`src/rtl/mem_bus_sched_pkg.sv`:
```
// Shared encodings and parameter defaults for the shared memory-port scheduler.
package mem_bus_sched_pkg;

    typedef enum logic [1:0] {
        ST_IDLE,
        ST_ADDR,
        ST_DATA
    } state_t;

    typedef enum logic [1:0] {
        OWN_NONE,
        OWN_IF,
        OWN_MEM,
        OWN_WB
    } owner_t;

    localparam int STARVE_MAX_DEF = 4;
    localparam int TIMEOUT_DEF    = 64;

endpackage

```
`src/rtl/mem_bus_sched_if.sv`:
```
// Memory-side bus of the scheduler: registered request outputs, ready/rvalid/rdata back.
interface mem_bus_sched_if;

    logic        bus_cs_en_ctl;
    logic        bus_wen_ctl;
    logic [31:0] bus_addr_ctl;
    logic [31:0] bus_wdata_ctl;
    logic        bus_ready_top;
    logic        bus_rvalid_top;
    logic [31:0] bus_rdata_top;

    modport master (
        output bus_cs_en_ctl, bus_wen_ctl, bus_addr_ctl, bus_wdata_ctl,
        input  bus_ready_top, bus_rvalid_top, bus_rdata_top
    );

    modport slave (
        input  bus_cs_en_ctl, bus_wen_ctl, bus_addr_ctl, bus_wdata_ctl,
        output bus_ready_top, bus_rvalid_top, bus_rdata_top
    );

endinterface

```
`src/rtl/mem_bus_pick.sv`:
```
// Combinational priority picker: WB > MEM > IF, except a starved IF wins outright.
module mem_bus_pick
    import mem_bus_sched_pkg::*;
(
    input  logic   if_req,
    input  logic   mem_req,
    input  logic   wb_req,
    input  logic   if_starved,
    output owner_t winner
);

    always_comb begin
        // NOTE: default assignment first so no path leaves winner unassigned (no latch).
        winner = OWN_NONE;
        if (if_starved && if_req) begin
            winner = OWN_IF;
        end else if (wb_req) begin
            winner = OWN_WB;
        end else if (mem_req) begin
            winner = OWN_MEM;
        end else if (if_req) begin
            winner = OWN_IF;
        end
    end

endmodule

```
`src/rtl/mem_bus_sched.sv`:
```
// Request/grant/response sequencer for the single shared instruction/data memory port.
module mem_bus_sched
    import mem_bus_sched_pkg::*;
#(
    parameter int STARVE_MAX = STARVE_MAX_DEF,
    parameter int TIMEOUT    = TIMEOUT_DEF
) (
    input  logic        clk,
    input  logic        rst_b,

    input  logic        if_req,
    input  logic [31:0] if_addr,
    input  logic        if_flush,
    output logic        if_gnt,
    output logic        if_rvalid,
    output logic [31:0] if_rdata,

    input  logic        mem_req,
    input  logic        mem_wen,
    input  logic [31:0] mem_addr,
    input  logic [31:0] mem_wdata,
    output logic        mem_gnt,
    output logic        mem_rvalid,
    output logic [31:0] mem_rdata,

    input  logic        wb_req,
    input  logic [31:0] wb_addr,
    input  logic [31:0] wb_wdata,
    output logic        wb_gnt,

    mem_bus_sched_if.master bus,

    output logic        busy_ctl,
    output logic        bus_err_ctl
);

    localparam logic [3:0] STARVE_LIM = 4'(STARVE_MAX);
    localparam logic [7:0] TMO_LIM    = 8'(TIMEOUT);

    state_t     state;
    owner_t     owner;
    owner_t     winner;
    logic [3:0] starve_cnt;
    logic [7:0] tmo_cnt;
    logic       drop;

    mem_bus_pick u_pick (
        .if_req     (if_req),
        .mem_req    (mem_req),
        .wb_req     (wb_req),
        .if_starved (starve_cnt == STARVE_LIM),
        .winner     (winner)
    );

    // Completion events; gnt and rvalid follow the memory handshake in the same cycle.
    logic ready_hit;
    logic rsp_ok;
    logic rsp_tmo;
    logic rsp;
    logic if_discard;

    assign ready_hit  = (state == ST_ADDR) && bus.bus_ready_top;
    assign rsp_ok     = (state == ST_DATA) && bus.bus_rvalid_top;
    assign rsp_tmo    = (state == ST_DATA) && !bus.bus_rvalid_top && (tmo_cnt == TMO_LIM);
    assign rsp        = rsp_ok || rsp_tmo;
    assign if_discard = (owner == OWN_IF) && (drop || if_flush);

    assign if_gnt     = ready_hit && (owner == OWN_IF);
    assign mem_gnt    = ready_hit && (owner == OWN_MEM);
    assign wb_gnt     = ready_hit && (owner == OWN_WB);

    assign if_rvalid  = rsp && (owner == OWN_IF) && !if_discard;
    assign mem_rvalid = rsp && (owner == OWN_MEM);
    assign if_rdata   = (if_rvalid && rsp_ok)  ? bus.bus_rdata_top : 32'h0;
    assign mem_rdata  = (mem_rvalid && rsp_ok) ? bus.bus_rdata_top : 32'h0;

    assign bus_err_ctl = rsp_tmo && !if_discard;
    assign busy_ctl    = (state != ST_IDLE);

    always_ff @(posedge clk or negedge rst_b) begin
        if (!rst_b) begin
            state             <= ST_IDLE;
            owner             <= OWN_NONE;
            starve_cnt        <= 4'd0;
            tmo_cnt           <= 8'd0;
            drop              <= 1'b0;
            bus.bus_cs_en_ctl <= 1'b0;
            bus.bus_wen_ctl   <= 1'b0;
            bus.bus_addr_ctl  <= 32'h0;
            bus.bus_wdata_ctl <= 32'h0;
        end else begin
            // NOTE: sequential state uses non-blocking assignments only, so every read sees pre-edge values.
            unique case (state)
                ST_IDLE: begin
                    drop <= 1'b0;
                    if (if_req) begin
                        if (winner == OWN_IF) begin
                            starve_cnt <= 4'd0;
                        end else if (starve_cnt != 4'hF) begin
                            starve_cnt <= starve_cnt + 4'd1;
                        end
                    end
                    if (winner != OWN_NONE) begin
                        owner             <= winner;
                        state             <= ST_ADDR;
                        bus.bus_cs_en_ctl <= 1'b1;
                        unique case (winner)
                            OWN_WB: begin
                                bus.bus_wen_ctl   <= 1'b1;
                                bus.bus_addr_ctl  <= wb_addr;
                                bus.bus_wdata_ctl <= wb_wdata;
                            end
                            OWN_MEM: begin
                                bus.bus_wen_ctl   <= mem_wen;
                                bus.bus_addr_ctl  <= mem_addr;
                                bus.bus_wdata_ctl <= mem_wdata;
                            end
                            default: begin
                                bus.bus_wen_ctl   <= 1'b0;
                                bus.bus_addr_ctl  <= if_addr;
                                bus.bus_wdata_ctl <= 32'h0;
                            end
                        endcase
                    end else begin
                        bus.bus_cs_en_ctl <= 1'b0;
                    end
                end

                ST_ADDR: begin
                    if (if_flush && owner == OWN_IF) drop <= 1'b1;
                    if (bus.bus_ready_top) begin
                        bus.bus_cs_en_ctl <= 1'b0;
                        if (bus.bus_wen_ctl) begin
                            state <= ST_IDLE;
                            owner <= OWN_NONE;
                        end else begin
                            state   <= ST_DATA;
                            tmo_cnt <= 8'd0;
                        end
                    end
                end

                ST_DATA: begin
                    if (if_flush && owner == OWN_IF) drop <= 1'b1;
                    if (rsp) begin
                        state <= ST_IDLE;
                        owner <= OWN_NONE;
                    end else begin
                        tmo_cnt <= tmo_cnt + 8'd1;
                    end
                end

                default: begin
                    state <= ST_IDLE;
                    owner <= OWN_NONE;
                end
            endcase
        end
    end

endmodule

```
`src/flat_wrapper.sv`:
```
// flat-port wrapper written by rule: the top's interface ports become plain ports
module mem_bus_sched_flat import mem_bus_sched_pkg::*;
#(
    parameter int STARVE_MAX = STARVE_MAX_DEF,
    parameter int TIMEOUT    = TIMEOUT_DEF
)
  (clk, rst_b, if_req, if_addr, if_flush, if_gnt, if_rvalid, if_rdata, mem_req, mem_wen, mem_addr, mem_wdata, mem_gnt, mem_rvalid, mem_rdata, wb_req, wb_addr, wb_wdata, wb_gnt, busy_ctl, bus_err_ctl, bus_bus_cs_en_ctl, bus_bus_wen_ctl, bus_bus_addr_ctl, bus_bus_wdata_ctl, bus_bus_ready_top, bus_bus_rvalid_top, bus_bus_rdata_top);
  mem_bus_sched_if bus_i ();
  input  logic clk;
  input  logic rst_b;
  input  logic if_req;
  input  logic [31:0] if_addr;
  input  logic if_flush;
  output logic if_gnt;
  output logic if_rvalid;
  output logic [31:0] if_rdata;
  input  logic mem_req;
  input  logic mem_wen;
  input  logic [31:0] mem_addr;
  input  logic [31:0] mem_wdata;
  output logic mem_gnt;
  output logic mem_rvalid;
  output logic [31:0] mem_rdata;
  input  logic wb_req;
  input  logic [31:0] wb_addr;
  input  logic [31:0] wb_wdata;
  output logic wb_gnt;
  output logic busy_ctl;
  output logic bus_err_ctl;
  output wire logic [$bits(bus_i.bus_cs_en_ctl)-1:0] bus_bus_cs_en_ctl;
  output wire logic [$bits(bus_i.bus_wen_ctl)-1:0] bus_bus_wen_ctl;
  output wire logic [$bits(bus_i.bus_addr_ctl)-1:0] bus_bus_addr_ctl;
  output wire logic [$bits(bus_i.bus_wdata_ctl)-1:0] bus_bus_wdata_ctl;
  input wire logic [$bits(bus_i.bus_ready_top)-1:0] bus_bus_ready_top;
  input wire logic [$bits(bus_i.bus_rvalid_top)-1:0] bus_bus_rvalid_top;
  input wire logic [$bits(bus_i.bus_rdata_top)-1:0] bus_bus_rdata_top;
  assign bus_bus_cs_en_ctl = bus_i.bus_cs_en_ctl;
  assign bus_bus_wen_ctl = bus_i.bus_wen_ctl;
  assign bus_bus_addr_ctl = bus_i.bus_addr_ctl;
  assign bus_bus_wdata_ctl = bus_i.bus_wdata_ctl;
  assign bus_i.bus_ready_top = bus_bus_ready_top;
  assign bus_i.bus_rvalid_top = bus_bus_rvalid_top;
  assign bus_i.bus_rdata_top = bus_bus_rdata_top;
  mem_bus_sched #(.STARVE_MAX(STARVE_MAX), .TIMEOUT(TIMEOUT)) u_core (.clk(clk), .rst_b(rst_b), .if_req(if_req), .if_addr(if_addr), .if_flush(if_flush), .if_gnt(if_gnt), .if_rvalid(if_rvalid), .if_rdata(if_rdata), .mem_req(mem_req), .mem_wen(mem_wen), .mem_addr(mem_addr), .mem_wdata(mem_wdata), .mem_gnt(mem_gnt), .mem_rvalid(mem_rvalid), .mem_rdata(mem_rdata), .wb_req(wb_req), .wb_addr(wb_addr), .wb_wdata(wb_wdata), .wb_gnt(wb_gnt), .bus(bus_i), .busy_ctl(busy_ctl), .bus_err_ctl(bus_err_ctl));
endmodule
```
`config.mk`:
```
export PLATFORM = sky130hd
export DESIGN_NAME = mem_bus_sched_flat
export DESIGN_NICKNAME = d
export VERILOG_FILES = /design/src/rtl/mem_bus_sched_pkg.sv /design/src/rtl/mem_bus_sched_if.sv /design/src/rtl/mem_bus_pick.sv /design/src/rtl/mem_bus_sched.sv /design/src/flat_wrapper.sv
export SDC_FILE = /design/constraint.sdc
export NUM_CORES = 1
export LEC_CHECK = 0
export CORE_AREA = 2 2 132 134
export CTS_BUF_LIST = sky130_fd_sc_hd__clkbuf_8
export CTS_CLUSTER_SIZE = 28
export DETAILED_ROUTE_END_ITERATION = 12
export DIE_AREA = 0 0 134 136
export HOLD_SLACK_MARGIN = 0.06
export MAX_ROUTING_LAYER = met4
export PLACE_DENSITY = 0.72
export SKIP_LAST_GASP = 1
export SYNTH_ARGS = -nofsm -noshare
export SYNTH_HDL_FRONTEND = slang
export SYNTH_SLANG_ARGS = --single-unit
```
`constraint.sdc`:
```
create_clock -name clk -period 2.6 [get_ports clk]
set_clock_uncertainty 0.15 [all_clocks]
set_input_delay 0.52 -clock clk [delete_from_list [all_inputs] [get_ports clk]]
set_output_delay 0.52 -clock clk [all_outputs]
set_load 0.03 [all_outputs]
```
Yosys cells after proc, flatten, opt, wreduce, memory -nomap -nowiden:

Index checks and enable logic that the tools add are counted.

* word-level logic and storage cells: 93
* input bits: 201
* flip-flop bits (word level): 83
* output and inout bits: 137

* reductions and logical operators: 35
* equal/unequal tests: 18
* multiplexer cells: 29
* add/subtract/negate cells: 2

Operators with widths (number)
* one-hot mux 32 bit (2 select lines): 2
* 2-to-1 mux 32 bit: 2
* 2-to-1 mux 8 bit: 3
* 2-to-1 mux 2 bit: 10
* logical AND 1 bit: 16
* one-hot mux 8 bit (2 select lines): 1
* one-hot mux 2 bit (3 select lines): 2
* nonzero test 2 bit: 6
* == test 2 bit, second input constant: 5
* adder 8 x 1 -> 8 bit, second input constant: 1
* == test 8 x 7 -> 1 bit, second input constant: 1
* 2-to-1 mux 4 bit: 2
* != test 2 x 1 -> 1 bit, second input constant: 4
* AND reduction 4 bit: 2
* == test 2 x 1 -> 1 bit, second input constant: 3
* != test 2 bit, second input constant: 3
* one-hot mux 1 bit (2 select lines): 3
* AND reduction 2 bit: 3
* AND reduction 3 bit: 2
* adder 4 x 1 -> 4 bit, second input constant: 1
* == test 4 x 3 -> 1 bit, second input constant: 1
* 2-to-1 mux 1 bit: 4
* != test 4 bit, second input constant: 1
* zero test 1 bit: 2
* other kinds (3): 4

Logic depth before layout (Yosys ltp):

* word-level depth: 8
* gate-level depth with buffers: 9
* gate-level depth less buffers: 6

Cells and area by module:

From an unflattened synthesis, not the netlist that was laid out.

* cell total of the unflattened synthesis: 604
* area total of the unflattened synthesis: 5245.0 µm²

Modules (own cells, without submodules)
* mem_bus_sched: cells each 600, area each 5222.5 µm², sequential area each 2077.0 µm², times used 1
* mem_bus_pick: cells each 4, area each 22.5 µm², sequential area each 0.0 µm², times used 1

Worst setup path before layout:

OpenSTA, ideal clock, no wires.

* path type: reg2out
* from: register u_core.tmo_cnt[2]
* to: output if_rvalid
* arrival: 2.105 ns
* cell stages (with the launch flop): 5
* path slack: -0.175 ns
* path buffers: 0
* required time: 1.930 ns
* cell sequence: dfrtp_1 > or3_1 > nor4_1 > o21ai_0 > nor4_1

* cells in the longest elaborated chain, start to end: 5

RTL lines
* start: declaration: RTL line mem_bus_sched.sv:44 `logic [7:0] tmo_cnt;`
* start signal: assignment: RTL line mem_bus_sched.sv:149 `tmo_cnt <= tmo_cnt + 8'd1;`
* == test 8 x 7 -> 1 bit: RTL line mem_bus_sched.sv:64 `assign rsp_tmo = (state == ST_DATA) && !bus.bus_rvalid_top && (tmo_cnt == TMO_LIM);`
* logical AND 1 bit: RTL line mem_bus_sched.sv:64
* logical OR 1 bit: RTL line mem_bus_sched.sv:65 `assign rsp = rsp_ok || rsp_tmo;`
* logical AND 1 bit (2 in series): RTL line mem_bus_sched.sv:72 `assign if_rvalid = rsp && (owner == OWN_IF) && !if_discard;`
* end: declaration: RTL line flat_wrapper.sv:15 `output logic if_rvalid;`

Every way passes these cells.

Worst setup path in the final report:

* from: register u_core.tmo_cnt[3]
* to: output if_rvalid

Same word-level chain as after synthesis.

==> results_dict.tcl <==
set metrics [dict create \
    hpwl_detailed_um 14200 \
    power-per-cell-area_mw_per_mm2 884 \
    totalWireLength_um 18300 \
    floorplan.rows 48 \
    cts.sink_count 83 \
    rr_startpoint "u_core.tmo_cnt[3]" \
    final.period_utilization_pct 101 \
    worst_setup_hold_path_clk_slew_ns 0.08 \
    rsz0062_at_grt "yes" \
    timing.critical_path.from "u_core.tmo_cnt[3]" \
    io_pins 338 \
    achievable-frequency_mhz 379 \
    hold_start "u_core.bus.bus_wdata_ctl[19]" \
    timing.critical_path.from_type "flip-flop" \
    netlist_top_cells_area "sky130_fd_sc_hd__dfrtp_1 (44%), sky130_fd_sc_hd__a22oi_1 (9.5%), sky130_fd_sc_hd__and2_1 (8.7%)" \
    ff2ff_path_depth 5 \
    die_w_um 134 \
    worst-endpoint-required_ns 1.93 \
    viasPerCell 4.92 \
    vias 5387 \
    syn-cell-area_sq_mm 0.00472 \
    synth_top_cell_by_area "sky130_fd_sc_hd__dfrtp_1" \
    vias_in_the_first_global_route 5227 \
    final-max-slew-violation-count 0 \
    clk_path_buf_depth 2 \
    mostFrequentLayoutCells "sky130_fd_sc_hd__clkdlybuf4s50_1 (265), sky130_fd_sc_hd__buf_4 (89), sky130_fd_sc_hd__dfrtp_1 (83)" \
    setup_viol 1 \
    synth.yosys.seq_area_share_pct 44.0 \
    ys_seq_elements 83 \
    drc 0 \
    critical-path-slowest-cell "sky130_fd_sc_hd__or3_4" \
    gp_congestion 0.763 \
    hold_path_class "flip-flop to flip-flop" \
    synth.top_cell.area_share_pct 44.0 \
    synth_edf_count 0 \
    vdd_drop_max_v 0.000464 \
    fillers 1503 \
    synth_cell_types 44 \
    top_family_by_delay_on_critical_path "simple AND/OR/NAND/NOR gates" \
    number_of_antenna_violations_at_the_first_check_in_global_routing 1 \
    cts.htree.levels 3 \
    postSynth.topFlopCell "sky130_fd_sc_hd__dfrtp_1" \
    run_status "complete, but fails checks" \
    timing.max_cap.violations 0 \
    worst_slew_margin_relative_to_its_limit_pct 64.0 \
    critPathCapture "if_rvalid" \
    layout.cells.non_filler 1095 \
    design.die.area_sq_mm 0.0182 \
    initial_core_util_pct 28.0 \
    fin_tns_setup_ns -0.0365 \
    numCtsBuffers 9 \
    reg2reg_slack_ns 0.17 \
    multiInputGateArea_sq_mm 0.00252 \
    globalRouteOverflowTotal 0 \
    layout_commonest_cell "sky130_fd_sc_hd__clkdlybuf4s50_1" \
    grt_pass1_wl_um 27800 \
    initialDrtViolationCount 242 \
    io_buffers 337 \
    synthesis.instances 522 \
    number_of_warnings_reported_in_the_yosys_synthesis_log 0 \
    cp_num_buf_inv 1 \
    fin_hold_ws_ns 0.331 \
    register_cell_area_after_layout_sq_mm 0.00208 \
    clock_tree.root_cell "sky130_fd_sc_hd__clkbuf_8" \
    post-route-worst-setup-slack_ns -0.0365 \
    failing_checks "negative setup slack" \
    final.min_clock_period_ns 2.64 \
    clk-insertion-delay-late_ns 0.36 \
    largest_net_degree_at_the_start_of_global_routing 62 \
    tritoncts "yes" \
    synthesis.nets 730 \
    drt_antenna_net_count 0 \
    async_reset_ff_share_pct 100 \
    static-leakage-power_nw 3.76 \
    drt-wirelength-per-cell_um 16.7 \
    critical_path_depth 5 \
    slew_worst_pin_ns 0.540 \
    fp.coreArea_sq_mm 0.0169 \
    share_of_layout_cells_above_drive_strength_1_pct 17.0 \
    drt_pass1_iterations 4 \
    cp-end-kind "output port" \
    critical_path_arrival_ns 1.97 \
    post_synth.cell_area_avg_sq_um 9.05 \
    path_max_fanout 2 \
    critical-path-max-stage-delay_ns 0.41 \
    flow.area_growth_from_synthesis_pct 88.2 \
    place_inst 1068 \
    nNetsFinal 1074 \
    global_route.usage.total_pct 20.0 \
    final-hold-violation-count 0 \
    fp.dieH_um 136 \
    reg2reg_to "u_core.owner[0]" \
    finalPower_w 0.00786 \
    crit_path_cell_trace "or3_4 > nor4_4 > o21ai_2 > nor4_2 > bufbuf_16" \
    timing.setup.critical_path_class "flip-flop to output port" \
    final_core_util_pct 52.7 \
]
[layout make-up]
type	count	share of cell area (%)
well taps	225	3.17
clock buffers	11	1.70
diodes	1	0.0282
flip-flops and latches	83	23.4
clock inverters	3	0.169
repair buffers	378	42.6
inverters	14	0.591
multi-input cells	380	28.4
[synthesized netlist by cell type (3+ instances only)]
library cell	number
sky130_fd_sc_hd__and2_1	66
sky130_fd_sc_hd__mux2i_1	3
sky130_fd_sc_hd__nand2b_1	7
sky130_fd_sc_hd__nor4_1	4
sky130_fd_sc_hd__o22ai_1	4
sky130_fd_sc_hd__dfrtp_1	83
sky130_fd_sc_hd__a22oi_1	60
sky130_fd_sc_hd__a21oi_1	8
sky130_fd_sc_hd__clkbuf_1	39
sky130_fd_sc_hd__nor2_1	17
sky130_fd_sc_hd__o21ai_0	40
sky130_fd_sc_hd__nor2b_1	5
sky130_fd_sc_hd__nand3_1	4
sky130_fd_sc_hd__ha_1	7
sky130_fd_sc_hd__nor3_1	31
sky130_fd_sc_hd__o31ai_1	4
sky130_fd_sc_hd__buf_1	5
sky130_fd_sc_hd__a221o_1	28
sky130_fd_sc_hd__nand2_1	52
sky130_fd_sc_hd__a31oi_1	13
sky130_fd_sc_hd__inv_1	14
[report_power, final]
| part | leakage (nW) | switching [W] | total (W) | internal (W) |
|---|---|---|---|---|
| sequential | 1.04 | 0.000351 | 0.00221 | 0.00186 |
| clock | 0.0908 | 0.000458 | 0.000842 | 0.000384 |
| combinational | 2.63 | 0.00265 | 0.00481 | 0.00215 |
| total | 3.76 | 0.00346 | 0.00786 | 0.00440 |
[worst register-to-register path, cell delays in order, from the launching register on]
cell                      delay, ns
sky130_fd_sc_hd__dfrtp_1       0.38
sky130_fd_sc_hd__or3_4         0.41
sky130_fd_sc_hd__buf_4         0.14
sky130_fd_sc_hd__o41a_1        0.35
sky130_fd_sc_hd__or4_4         0.57
sky130_fd_sc_hd__mux2_4        0.31
[logic make-up (layout without fill, tap and decap cells)]
logic type	Yosys count	count (layout)	synth area share [%]
compound gates	168	168	25.5
buf+inv	59	406	4.85
fa+ha+maj	7	7	1.85
mux	6	6	1.51
other cells	0	1	0
simple gates	199	199	22.3
flops	83	83	44.0
[through the flow]
step | area, sq um | setup slack, ns
floorplan | 4730 | 0.144
global placement | 8540 | 0.0862
detailed placement | 8540 | 0.0365
CTS | 8830 | -0.229
global route | 8890 | -0.182
finish | 8890 | -0.0365
[how the worst min path moves through the flow]
| stage | depth (start not counted) | to | slack (ns) |
|---|---|---|---|
| finish | 2 | u_core.bus.bus_wdata_ctl[19] | 0.33 |
| global route | 2 | u_core.bus.bus_wdata_ctl[26] | 0.36 |
| CTS | 2 | u_core.bus.bus_wdata_ctl[19] | 0.34 |
| detailed placement | 2 | u_core.bus.bus_wdata_ctl[10] | 0.32 |
| global placement | 2 | u_core.bus.bus_wdata_ctl[25] | 0.31 |
| floorplan | 0 | u_core.bus.bus_addr_ctl[0] | 0.07 |
[state kept, by name, summed over array words and instances, names as in the netlist]
register                  cells
u_core.drop                   1
u_core.state                  2
u_core.bus.bus_addr_ctl      32
u_core.bus.bus_wdata_ctl     32
u_core.starve_cnt             4
u_core.owner                  2
u_core.bus.bus_cs_en_ctl      1
u_core.bus.bus_wen_ctl        1
u_core.tmo_cnt                8
[timing repair]
action,in CTS,in global routing
buffers inserted,8,8
hold buffers,1,0
endpoints found under the setup margin,30,57
hold endpoints to repair,39,0
gates resized for setup,10,11
pin swaps,5,6
[per-layer routing]
layer  GRT usage, %  vias to the layer above  routed length, um
met5              -                        -                  0
met4           9.69                        0                667
met3           4.96                       38               1510
met2           34.1                      250               9240
met1           21.9                     2491               6860
li1               -                     2608                  -
Power figures use the tool's default switching activity.
